==> src/rtl/mul_result_reader_pkg.sv <==
// Shared definitions for the multiplier result reader: FSM encoding, default widths and
// the result-RAM word layout (even address = low word, odd address = high word).
package mul_result_reader_pkg;

    localparam int AW_DEF         = 4;
    localparam int DW_DEF         = 32;

    // Result RAM pair layout, shared with the writer side.
    localparam int LO_WORD_OFS    = 0;
    localparam int HI_WORD_OFS    = 1;
    localparam int WORDS_PER_PAIR = 2;

    typedef enum logic [2:0] {
        ST_IDLE    = 3'd0,
        ST_RD_LO   = 3'd1,
        ST_RD_HI   = 3'd2,
        ST_CAP     = 3'd3,
        ST_PRESENT = 3'd4,
        ST_DONE    = 3'd5
    } rdr_state_e;

endpackage

==> src/rtl/mul_result_reader_if.sv <==
// Result RAM read port plus product stream of the result reader.
// master = the reader itself, slave = RAM/consumer side.
interface mul_result_reader_if
    import mul_result_reader_pkg::*;
#(
    parameter int AW = AW_DEF,
    parameter int DW = DW_DEF
);

    logic              rd_en;
    logic [AW-1:0]     raddr;
    logic [DW-1:0]     rd_data;
    logic [2*DW-1:0]   product;
    logic [AW-2:0]     prod_index;
    logic              prod_valid;
    logic              prod_ready;

    modport master (
        output rd_en, raddr, product, prod_index, prod_valid,
        input  rd_data, prod_ready
    );

    modport slave (
        input  rd_en, raddr, product, prod_index, prod_valid,
        output rd_data, prod_ready
    );

endinterface

==> src/rtl/mul_result_reader.sv <==
// Drains the result RAM word pairs after the master finishes, assembling 64-bit products
// {high, low} and presenting them one at a time over a valid/ready handshake.
module mul_result_reader
    import mul_result_reader_pkg::*;
#(
    parameter int AW = AW_DEF,
    parameter int DW = DW_DEF
)
(
    input  logic                clk,
    input  logic                reset,
    input  logic                start_i,
    input  logic                clear_i,
    input  logic [AW:0]         wr_count_i,
    mul_result_reader_if.master bus,
    output logic                busy_o,
    output logic                done_o,
    output logic                err_odd_o
);

    localparam int unsigned DEPTH    = 2**AW;
    localparam logic [AW:0] FULL_CNT = (AW+1)'(DEPTH);
    localparam logic [AW:0] PAIR_CNT = (AW+1)'(WORDS_PER_PAIR);

    rdr_state_e       state_q;
    logic [AW:0]      ptr_q;
    logic [AW:0]      cnt_q;
    logic             rd_en_q;
    logic [AW-1:0]    raddr_q;
    logic [2*DW-1:0]  product_q;
    logic [AW-2:0]    prod_index_q;
    logic             prod_valid_q;
    logic             busy_q;
    logic             done_q;
    logic             err_odd_q;

    logic [AW:0]      start_cnt_d;
    logic [AW:0]      ptr_d;
    logic             last_pair_d;
    logic             handshake_d;

    // Counts beyond the RAM depth cannot name real words, so they saturate at a full RAM.
    function automatic logic [AW:0] clamp_count(input logic [AW:0] wc);
        return (wc > FULL_CNT) ? FULL_CNT : wc;
    endfunction

    function automatic logic [AW-1:0] word_addr(input logic [AW:0] ptr, input int ofs);
        return ptr[AW-1:0] + AW'(ofs);
    endfunction

    always_comb begin
        start_cnt_d = clamp_count(wr_count_i);
        ptr_d       = ptr_q + PAIR_CNT;
        // Extra bit keeps ptr+2 from wrapping when the pointer reaches a full RAM.
        last_pair_d = ({1'b0, ptr_d} + (AW+2)'(WORDS_PER_PAIR)) > {1'b0, cnt_q};
        handshake_d = prod_valid_q & bus.prod_ready;
    end

    always_ff @(posedge clk) begin
        if (reset) begin
            state_q      <= ST_IDLE;
            ptr_q        <= '0;
            cnt_q        <= '0;
            rd_en_q      <= 1'b0;
            raddr_q      <= '0;
            product_q    <= '0;
            prod_index_q <= '0;
            prod_valid_q <= 1'b0;
            busy_q       <= 1'b0;
            done_q       <= 1'b0;
            err_odd_q    <= 1'b0;
        end else if (clear_i && (state_q != ST_IDLE)) begin
            // Abort wins over any same-cycle handshake: the presented product is dropped.
            state_q      <= ST_IDLE;
            rd_en_q      <= 1'b0;
            prod_valid_q <= 1'b0;
            busy_q       <= 1'b0;
            done_q       <= 1'b0;
            err_odd_q    <= 1'b0;
        end else begin
            case (state_q)
                ST_IDLE: begin
                    if (start_i && !clear_i) begin
                        cnt_q     <= start_cnt_d;
                        ptr_q     <= '0;
                        err_odd_q <= wr_count_i[0];
                        if (start_cnt_d < PAIR_CNT) begin
                            state_q <= ST_DONE;
                            done_q  <= 1'b1;
                        end else begin
                            state_q <= ST_RD_LO;
                            rd_en_q <= 1'b1;
                            raddr_q <= word_addr('0, LO_WORD_OFS);
                            busy_q  <= 1'b1;
                        end
                    end
                end

                ST_RD_LO: begin
                    state_q <= ST_RD_HI;
                    rd_en_q <= 1'b1;
                    raddr_q <= word_addr(ptr_q, HI_WORD_OFS);
                end

                // RAM data lags the address by one cycle: low word arrives here.
                ST_RD_HI: begin
                    state_q           <= ST_CAP;
                    rd_en_q           <= 1'b0;
                    product_q[DW-1:0] <= bus.rd_data;
                end

                ST_CAP: begin
                    state_q              <= ST_PRESENT;
                    product_q[2*DW-1:DW] <= bus.rd_data;
                    prod_index_q         <= ptr_q[AW-1:1];
                    prod_valid_q         <= 1'b1;
                end

                ST_PRESENT: begin
                    if (handshake_d) begin
                        prod_valid_q <= 1'b0;
                        ptr_q        <= ptr_d;
                        if (last_pair_d) begin
                            state_q <= ST_DONE;
                            busy_q  <= 1'b0;
                            done_q  <= 1'b1;
                        end else begin
                            state_q <= ST_RD_LO;
                            rd_en_q <= 1'b1;
                            raddr_q <= word_addr(ptr_d, LO_WORD_OFS);
                        end
                    end
                end

                ST_DONE: begin
                    state_q <= ST_DONE;
                end

                default: begin
                    state_q      <= ST_IDLE;
                    rd_en_q      <= 1'b0;
                    prod_valid_q <= 1'b0;
                    busy_q       <= 1'b0;
                    done_q       <= 1'b0;
                    err_odd_q    <= 1'b0;
                end
            endcase
        end
    end

    assign bus.rd_en      = rd_en_q;
    assign bus.raddr      = raddr_q;
    assign bus.product    = product_q;
    assign bus.prod_index = prod_index_q;
    assign bus.prod_valid = prod_valid_q;
    assign busy_o         = busy_q;
    assign done_o         = done_q;
    assign err_odd_o      = err_odd_q;

endmodule

==> src/flat_wrapper.sv <==
// flat-port wrapper written by rule: the top's interface ports become plain ports
module mul_result_reader_flat import mul_result_reader_pkg::*;
#(
    parameter int AW = AW_DEF,
    parameter int DW = DW_DEF
)
  (clk, reset, start_i, clear_i, wr_count_i, busy_o, done_o, err_odd_o, bus_rd_en, bus_raddr, bus_product, bus_prod_index, bus_prod_valid, bus_rd_data, bus_prod_ready);
  mul_result_reader_if #(.AW(AW), .DW(DW)) bus_i ();
  input  logic clk;
  input  logic reset;
  input  logic start_i;
  input  logic clear_i;
  input  logic [AW:0] wr_count_i;
  output logic busy_o;
  output logic done_o;
  output logic err_odd_o;
  output wire logic [$bits(bus_i.rd_en)-1:0] bus_rd_en;
  output wire logic [$bits(bus_i.raddr)-1:0] bus_raddr;
  output wire logic [$bits(bus_i.product)-1:0] bus_product;
  output wire logic [$bits(bus_i.prod_index)-1:0] bus_prod_index;
  output wire logic [$bits(bus_i.prod_valid)-1:0] bus_prod_valid;
  input wire logic [$bits(bus_i.rd_data)-1:0] bus_rd_data;
  input wire logic [$bits(bus_i.prod_ready)-1:0] bus_prod_ready;
  assign bus_rd_en = bus_i.rd_en;
  assign bus_raddr = bus_i.raddr;
  assign bus_product = bus_i.product;
  assign bus_prod_index = bus_i.prod_index;
  assign bus_prod_valid = bus_i.prod_valid;
  assign bus_i.rd_data = bus_rd_data;
  assign bus_i.prod_ready = bus_prod_ready;
  mul_result_reader #(.AW(AW), .DW(DW)) u_core (.clk(clk), .reset(reset), .start_i(start_i), .clear_i(clear_i), .wr_count_i(wr_count_i), .bus(bus_i), .busy_o(busy_o), .done_o(done_o), .err_odd_o(err_odd_o));
endmodule
==> config.mk <==
export PLATFORM = sky130hd
export DESIGN_NAME = mul_result_reader_flat
export DESIGN_NICKNAME = d
export VERILOG_FILES = /design/src/rtl/mul_result_reader_pkg.sv /design/src/rtl/mul_result_reader_if.sv /design/src/rtl/mul_result_reader.sv /design/src/flat_wrapper.sv
export SDC_FILE = /design/constraint.sdc
export NUM_CORES = 1
export LEC_CHECK = 0
export CORE_MARGIN = 2
export CORE_UTILIZATION = 46
export DETAILED_ROUTE_END_ITERATION = 16
export PLACE_DENSITY = 0.84
export SYNTH_ARGS = -nofsm -noshare
export SYNTH_HDL_FRONTEND = slang
export SYNTH_SLANG_ARGS = --single-unit
==> constraint.sdc <==
create_clock -name clk -period 3.4 [get_ports clk]
set_input_delay 0.34 -clock clk [delete_from_list [all_inputs] [get_ports clk]]
set_output_delay 0.34 -clock clk [all_outputs]
set_load 0.05 [all_outputs]
==> insert_results.sql, run 1 <==
INSERT INTO impl_metrics (metric_group, metric, value, unit) VALUES
('place', 'hpwl_reported_at_the_end_of_detailed_placement', '6840', 'um'),
('clock_network', 'cts_num_sinks', '88', ''),
('yosys', 'synth.net_count', '517', ''),
('grt', 'first_global_vias', '3404', ''),
('critical_path', 'cp_top_family', 'compound AO/OA/AOI/OAI gates', ''),
('cells_and_area', 'fin_util', '65.8', '%'),
('yosys', 'yosysSeqAreaShare', '48.9', '%'),
('yosys', 'netlist_area', '3600', 'um2'),
('grt', 'number_of_antenna_violations_at_the_first_check_in_global_routing', '0', ''),
('grt', 'globalRouteTotalUtil', '23.0', '%'),
('critical_path', 'timing.critical_path.slowest_stage_cell', 'sky130_fd_sc_hd__dfxtp_2', ''),
('power', 'power_report.internal_total', '0.00157', 'W'),
('clock_network', 'clk_pin_slew', '0.09', 'ns'),
('power', 'switching_fraction', '29.1', '%'),
('critical_path', 'cp_num_buf_inv', '0', ''),
('yosys', 'synth_enable_flop_cells', '0', ''),
('floorplanning', 'die_h', '92.5', 'um'),
('power', 'static-leakage-power', '1.69', 'nW'),
('detailed_routing', 'dr_total_vias', '3530', ''),
('floorplanning', 'num_io_pins', '118', ''),
('critical_path', 'worst_path_largest_cell_delay', '0.48', 'ns'),
('grt', 'maximum_number_of_pins_on_one_net_before_global_route_repair', '52', ''),
('grt', 'first_pass_grt_wire_length', '15900', 'um'),
('cells_and_area', 'fillers', '648', ''),
('clock_network', 'cts_tree', 'done', ''),
('sta', 'final_period_demand_of_the_worst_path', '3.09', 'ns'),
('power', 'power.share.clock', '34.8', '%'),
('detailed_routing', 'drt.antenna.violating_nets', '0', ''),
('clock_network', 'cts.htree.levels', '3', ''),
('grt', 'globalRouteOverflowTotal', '0', ''),
('detailed_routing', 'drt-vias-per-instance', '5.19', ''),
('yosys', 'synth_top_cells_by_area', 'sky130_fd_sc_hd__dfxtp_1 (49%), sky130_fd_sc_hd__nand2_1 (17%), sky130_fd_sc_hd__a21oi_1 (13%)', ''),
('cells_and_area', 'multi_input_comb_area', '1700', 'um2'),
('cells_and_area', 'num-nets-final', '621', ''),
('sta', 'timing_hold_violations_final', '0', ''),
('cells_and_area', 'regArea', '1760', 'um2'),
('power', 'peakVddDrop', '0.000253', 'V'),
('grt', 'grt_util_met1', '27.6', '%'),
('critical_path', 'worst-setup-path-type', 'reg2reg', ''),
('yosys', 'yosys.cell_types.count', '40', ''),
('cells_and_area', 'antenna_diode_count', '0', ''),
('clock_network', 'clockRootBuffer', 'sky130_fd_sc_hd__clkbuf_8', ''),
('power', 'power.density_cell_area', '439', 'nW/um2'),
('critical_path', 'cp.arrival', '3.36', 'ns'),
('yosys', 'yosysMostFrequentCell', 'sky130_fd_sc_hd__nand2_1', ''),
('status', 'status', 'finished clean', ''),
('floorplanning', 'number_of_placement_rows', '32', ''),
('sta', 'worst_slew_pin_slew', '0.885', 'ns'),
('clock_network', 'cts_hold_buffers', '0', ''),
('grt', 'grtUsageMet3', '6.35', '%'),
('critical_path', 'worstPathCellList', 'ha_1 > nor2b_1 > nor2_1 > o31ai_1 > xor2_1 > ha_1 > a21oi_1 > o21a_1 > o221ai_1 > a21oi_2 > mux2i_1', ''),
('yosys', 'fraction_of_registers_with_async_set_or_reset_after_synthesis', '0', '%'),
('job', 'cap_violations', '0', ''),
('detailed_routing', 'route.detailed.wl_per_inst', '14.3', 'um'),
('hold_path', 'worstHoldPathType', 'reg2reg', ''),
('yosys', 'yosys_top_cell_by_area', 'sky130_fd_sc_hd__dfxtp_1', ''),
('critical_path', 'timing.critical_path.from_type', 'flip-flop', ''),
('power', 'seq_power_share', '49.5', '%'),
('clock_network', 'post-cts-setup-buffer-count', '0', ''),
('yosys', 'yosys_register_bits', '88', ''),
('power', 'power_switching', '0.000643', 'W'),
('cells_and_area', 'final_layout_size_suffix_gt1_share', '4.67', '%'),
('clock_network', 'clk_latency', '0.35', 'ns'),
('critical_path', 'worstPathMaxFanout', '13', ''),
('clock_network', 'clock_path_buffers', '2', ''),
('floorplanning', 'fp.dieArea', '8550', 'um2'),
('place', 'place.port_buffers', '117', ''),
('critical_path', 'worst-endpoint-required', '3.67', 'ns'),
('clock_network', 'cts-buffers-inserted', '9', ''),
('sta', 'slew_headroom', '41.0', '%'),
('detailed_routing', 'drt_drc_violations_left', '0', '');
state kept, by name, summed over array words and instances (netlist names):
signal and flops:
u_core.bus.raddr 4, u_core.bus.rd_en 1, u_core.done_o 1, u_core.ptr_q 4, u_core.err_odd_o 1, u_core.bus.prod_valid 1
u_core.cnt_q 5, u_core.busy_o 1, u_core.state_q 3, u_core.bus.product 64, u_core.bus.prod_index 3
cells by family (layout without fill, tap and decap cells):
kind of cell | Yosys count | in the layout | synth area share (%)
compound gates | 112 | 112 | 16.7
xor+xnor | 5 | 5 | 1.22
fa+ha+maj | 6 | 6 | 2.09
buf+inv | 37 | 146 | 4.21
flops | 88 | 88 | 48.9
mux | 4 | 4 | 1.11
simple gates | 217 | 217 | 25.8
worst paths after layout:
path	cells past startpoint	slack, ns	end	startpoint
worst max-delay path	11	0.31	u_core.bus.raddr[2]	u_core.ptr_q[1]
worst min-delay path	2	0.46	u_core.bus.product[37]	u_core.bus.product[37]
worst max register to register	11	0.31	u_core.bus.raddr[2]	u_core.ptr_q[1]
worst min register to register	2	0.46	u_core.bus.product[37]	u_core.bus.product[37]
cell type report:
type	count	area share, %
sequential	88	35.0
multi-input combinational	344	33.7
timing repair buffer	122	23.9
clock buffer	10	2.73
tap	102	2.54
clock inverter	6	1.49
inverter	8	0.597
per-stage QoR:
| stage | instances | instance area (um2) | setup slack (ns) | total power (W) | hold slack (ns) |
|---|---|---|---|---|---|
| 3_3_place_gp | 664 | 4820 | 0.479 | 0.00145 | 0.441 |
| 2_1_floorplan | 469 | 3600 | 0.655 | 0.00133 | 0.432 |
| 4_1_cts | 680 | 5030 | 0.194 | 0.00223 | 0.459 |
| 5_1_grt | 680 | 5030 | 0.00140 | 0.00230 | 0.475 |
| 3_5_place_dp | 664 | 4820 | 0.207 | 0.00146 | 0.446 |
| 6_report | 680 | 5030 | 0.313 | 0.00221 | 0.457 |
timing repair:
item	4_1_cts	5_1_grt
hold endpoints to repair	0	0
setup endpoints to repair	0	8
gates resized for setup	0	1
power groups by stage:
| stage | sequential [W] | combinational, W | clock, W |
|---|---|---|---|
| 6_report | 0.00109 | 0.000347 | 0.000770 |
| 5_1_grt | 0.00110 | 0.000375 | 0.000827 |
| 4_1_cts | 0.00109 | 0.000347 | 0.000786 |
| 3_5_place_dp | 0.00112 | 0.000345 | 0 |
| 3_3_place_gp | 0.00111 | 0.000339 | 0 |
| 2_1_floorplan | 0.00119 | 0.000139 | 0 |
metal layers:
metal  routed length [um]  part of all wire [%]  vias up
met3                  663                   6.8       18
met1                 3990                    41     1646
met5                    0                     0        -
li1                     -                     -     1759
met4                  193                   2.0        0
met2                 4860                    50      107
worst reg2reg max path: stages, from the launching register on:
cell	delay (ns)
sky130_fd_sc_hd__dfxtp_2	0.48
sky130_fd_sc_hd__ha_1	0.26
sky130_fd_sc_hd__nor2b_1	0.24
sky130_fd_sc_hd__nor2_1	0.11
sky130_fd_sc_hd__o31ai_1	0.28
sky130_fd_sc_hd__xor2_1	0.21
sky130_fd_sc_hd__ha_1	0.27
sky130_fd_sc_hd__a21oi_1	0.16
sky130_fd_sc_hd__o21a_1	0.13
sky130_fd_sc_hd__o221ai_1	0.27
sky130_fd_sc_hd__a21oi_2	0.36
sky130_fd_sc_hd__mux2i_1	0.24
cells in the final DEF, fill, tap and decap left out, types with 2 or more instances in the layout:
cell type                         Yosys  layout
sky130_fd_sc_hd__o21ai_0              8       8
sky130_fd_sc_hd__o21bai_1             2       2
sky130_fd_sc_hd__inv_1                7       7
sky130_fd_sc_hd__xnor2_1              2       2
sky130_fd_sc_hd__or3_1                3       3
sky130_fd_sc_hd__dfxtp_1             88      87
sky130_fd_sc_hd__ha_1                 6       6
sky130_fd_sc_hd__mux2i_1              4       4
sky130_fd_sc_hd__inv_6                0       2
sky130_fd_sc_hd__xor2_1               3       3
sky130_fd_sc_hd__nand3b_1             7       7
sky130_fd_sc_hd__a2111oi_0            2       2
sky130_fd_sc_hd__nor4_1               2       2
sky130_fd_sc_hd__clkdlybuf4s50_1      0     116
sky130_fd_sc_hd__clkbuf_8             0      10
sky130_fd_sc_hd__nand2_1            162     162
sky130_fd_sc_hd__nor2_1              15      15
sky130_fd_sc_hd__nand3_1              5       5
sky130_fd_sc_hd__nor3_1               5       5
sky130_fd_sc_hd__a21oi_1             90      90
sky130_fd_sc_hd__o22ai_1              2       2
sky130_fd_sc_hd__nand2b_1             7       7
sky130_fd_sc_hd__buf_4                1       5
sky130_fd_sc_hd__and3_1               2       2
sky130_fd_sc_hd__nor2b_1              3       3
(Power assumes the default switching activity.)
==> run 2, diff against run 1 <==
Settings changed: CORE_UTILIZATION 46 to 50, DONT_BUFFER_PORTS set to 1, PLACE_DENSITY 0.84 to 0.69.
Clock period 3.4 ns to 3.6 ns, I/O delays scaled along.
==> run 2 against run 1 <==
Net effect: sequential power is essentially flat; register-to-register slack better by 0.12 ns; cell count fell by 18%; flip-flop and latch count is the same; non-clock buffer count decreased by 117; count of clock-buffer cells in the layout did not move; sequential share of layout area grew 11 points; critical path type unchanged.
==> insert_results.sql, run 2 (synthesis gave the netlist of run 1 again) <==
INSERT INTO impl_metrics (metric_group, metric, value, unit) VALUES
('status', 'status', 'finished clean', ''),
('critical_path', 'cp.arrival', '3.42', 'ns'),
('clock_network', 'clock_path_buffers', '2', ''),
('grt', 'first_pass_grt_wire_length', '13400', 'um'),
('critical_path', 'worstPathMaxFanout', '13', ''),
('critical_path', 'worst_path_largest_cell_delay', '0.59', 'ns'),
('grt', 'number_of_antenna_violations_at_the_first_check_in_global_routing', '0', ''),
('sta', 'slew_headroom', '51.7', '%'),
('clock_network', 'clockRootBuffer', 'sky130_fd_sc_hd__clkbuf_8', ''),
('floorplanning', 'initial_utilization', '52.4', '%'),
('clock_network', 'clk_latency', '0.35', 'ns'),
('sta', 'setup_ws', '0.433', 'ns'),
('clock_network', 'cts_resized', '0', ''),
('clock_network', 'cts_tree', 'done', ''),
('grt', 'maximum_number_of_pins_on_one_net_before_global_route_repair', '86', ''),
('floorplanning', 'placeableCoreArea', '6870', 'um2'),
('power', 'peakVddDrop', '0.000239', 'V'),
('cells_and_area', 'largest_register_ff_count', '64', ''),
('hold_path', 'worstHoldPathType', 'in2reg', ''),
('detailed_routing', 'first_iter_violations', '272', ''),
('critical_path', 'timing.critical_path.slowest_stage_cell', 'sky130_fd_sc_hd__dfxtp_1', ''),
('floorplanning', 'num_io_pins', '118', ''),
('critical_path', 'worst-endpoint-required', '3.86', 'ns'),
('grt', 'globalRouteOverflowTotal', '0', ''),
('detailed_routing', 'drt-vias-per-instance', '5.44', ''),
('place', 'place_ws', '0.438', 'ns'),
('power', 'fin_total_pwr', '0.00196', 'W'),
('detailed_routing', 'route.detailed.wl_per_inst', '15.1', 'um'),
('floorplanning', 'die_h', '88.9', 'um'),
('grt', 'first_global_vias', '2832', ''),
('cells_and_area', 'fillers', '680', ''),
('cells_and_area', 'antenna_diode_count', '0', ''),
('cells_and_area', 'final_layout_size_suffix_gt1_share', '5.42', '%'),
('clock_network', 'cts.htree.levels', '3', ''),
('place', 'hpwl_reported_at_the_end_of_detailed_placement', '5750', 'um'),
('floorplanning', 'fp.dieArea', '7890', 'um2'),
('detailed_routing', 'drt-total-wl', '8390', 'um'),
('critical_path', 'cp_num_buf_inv', '0', ''),
('place', 'dpl.cell_count', '541', ''),
('clock_network', 'cts_hold_buffers', '0', ''),
('sta', 'achievable-frequency', '316', 'MHz'),
('place', 'globalplace.congestion', '0.816', ''),
('cells_and_area', 'num-nets-final', '504', ''),
('sta', 'setup_tns', '0', 'ns'),
('cells_and_area', 'final_common_cell', 'sky130_fd_sc_hd__nand2_1', ''),
('cells_and_area', 'synthToLayoutAreaGrowth', '7.09', '%'),
('grt', 'globalRouteTotalUtil', '21.6', '%'),
('cells_and_area', 'most-common-layout-cells', 'sky130_fd_sc_hd__nand2_1 (162), sky130_fd_sc_hd__a21oi_1 (90), sky130_fd_sc_hd__dfxtp_1 (88)', ''),
('power', 'static-leakage-power', '1.28', 'nW'),
('detailed_routing', 'drt.antenna.violating_nets', '0', ''),
('sta', 'layout_worst_path_cycle_share', '88.0', '%'),
('detailed_routing', 'dr.pass1.iters', '4', ''),
('cells_and_area', 'instances_no_fill', '557', ''),
('sta', 'timing.final.setup_violations', '0', ''),
('sta', 'timing_hold_violations_final', '0', ''),
('critical_path', 'timing.critical_path.from_type', 'flip-flop', ''),
('clock_network', 'cts-buffers-inserted', '9', ''),
('power', 'power.density_cell_area', '509', 'nW/um2'),
('sta', 'final_max_slew_viol_count', '0', ''),
('clock_network', 'cts_num_sinks', '88', ''),
('critical_path', 'critPathMostFrequentCell', 'sky130_fd_sc_hd__ha_1', ''),
('cells_and_area', 'fin_util', '56.1', '%'),
('sta', 'worst_slew_pin_slew', '0.724', 'ns'),
('detailed_routing', 'dr_total_vias', '3031', ''),
('floorplanning', 'fp.dieW', '88.9', 'um'),
('critical_path', 'worstPathCellList', 'ha_1 > nor2b_1 > nor2_1 > o31ai_1 > xor2_1 > ha_1 > nand2_1 > o21a_1 > o221ai_1 > o21ai_0 > a221oi_1', ''),
('place', 'place.port_buffers', '0', ''),
('detailed_routing', 'drt_drc_violations_left', '0', ''),
('sta', 'unrepaired_setup_endpoints_after_global_routing', 'no', ''),
('floorplanning', 'number_of_placement_rows', '30', ''),
('critical_path', 'cp_top_family', 'compound AO/OA/AOI/OAI gates', ''),
('clock_network', 'clk_pin_slew', '0.09', 'ns'),
('job', 'cap_violations', '0', ''),
('critical_path', 'crit_path_end_kind', 'flip-flop', ''),
('sta', 'final_period_demand_of_the_worst_path', '3.17', 'ns'),
('critical_path', 'worst-setup-path-type', 'reg2reg', ''),
('sta', 'clock_skew', '0.0172', 'ns'),
('clock_network', 'post-cts-setup-buffer-count', '0', '');
## run 2: changes by cell type in the layout (fill, tap and decap cells not counted), sizes merged
cell,previous run,this run
buf,6,5
clkdlybuf4s50,116,0
clkinv,2,3
clkinvlp,1,0
## run 2: where the power goes
group	internal (W)	total [W]	switching, W	leakage (nW)
clock network	0.000350	0.000715	0.000365	0.109
logic	0.0000529	0.000132	0.0000793	0.458
registers	0.00100	0.00112	0.000115	0.711
total	0.00140	0.00196	0.000559	1.28
## run 2: final cells by class
type	instances	area (um2)	area share, %
well taps	96	120	3.12
clock buffers	10	138	3.57
inverters	8	30.0	0.779
clock inverters	6	72.6	1.88
multi-input cells	344	1700	44.0
flip-flops and latches	88	1760	45.7
repair buffers	5	37.5	0.974
## run 2: metal layers
metal	track usage [%]	vias up	wire length, um
met5	0	-	0
met4	8.40	0	119
met3	7.00	11	761
met2	33.5	112	3890
met1	28.1	1378	3620
li1	-	1530	-
## run 2: per-stage QoR
stage               hold slack, ns  cell area (um2)
global route                0.0497             3850
detailed placement           0.438             3640
CTS                         0.0567             3850
finish                      0.0702             3850
global placement             0.435             3640
floorplan                    0.432             3600
## run 2: path summary, 6_finish.rpt
check / startpoint / to / slack [ns] / cells after the start
setup / recovery: u_core.ptr_q[1] / u_core.busy_o / 0.43 / 11
hold / removal: reset / u_core.cnt_q[2] / 0.07 / 1
setup reg to reg: u_core.ptr_q[1] / u_core.busy_o / 0.43 / 11
hold reg to reg: u_core.cnt_q[2] / u_core.cnt_q[2] / 0.45 / 2
==> run 3, diff against run 2 <==
Settings changed: CAP_MARGIN set to 20.
==> results of run 3 <==
No change in the layout: final DEF, timing and power equal those of run 2.
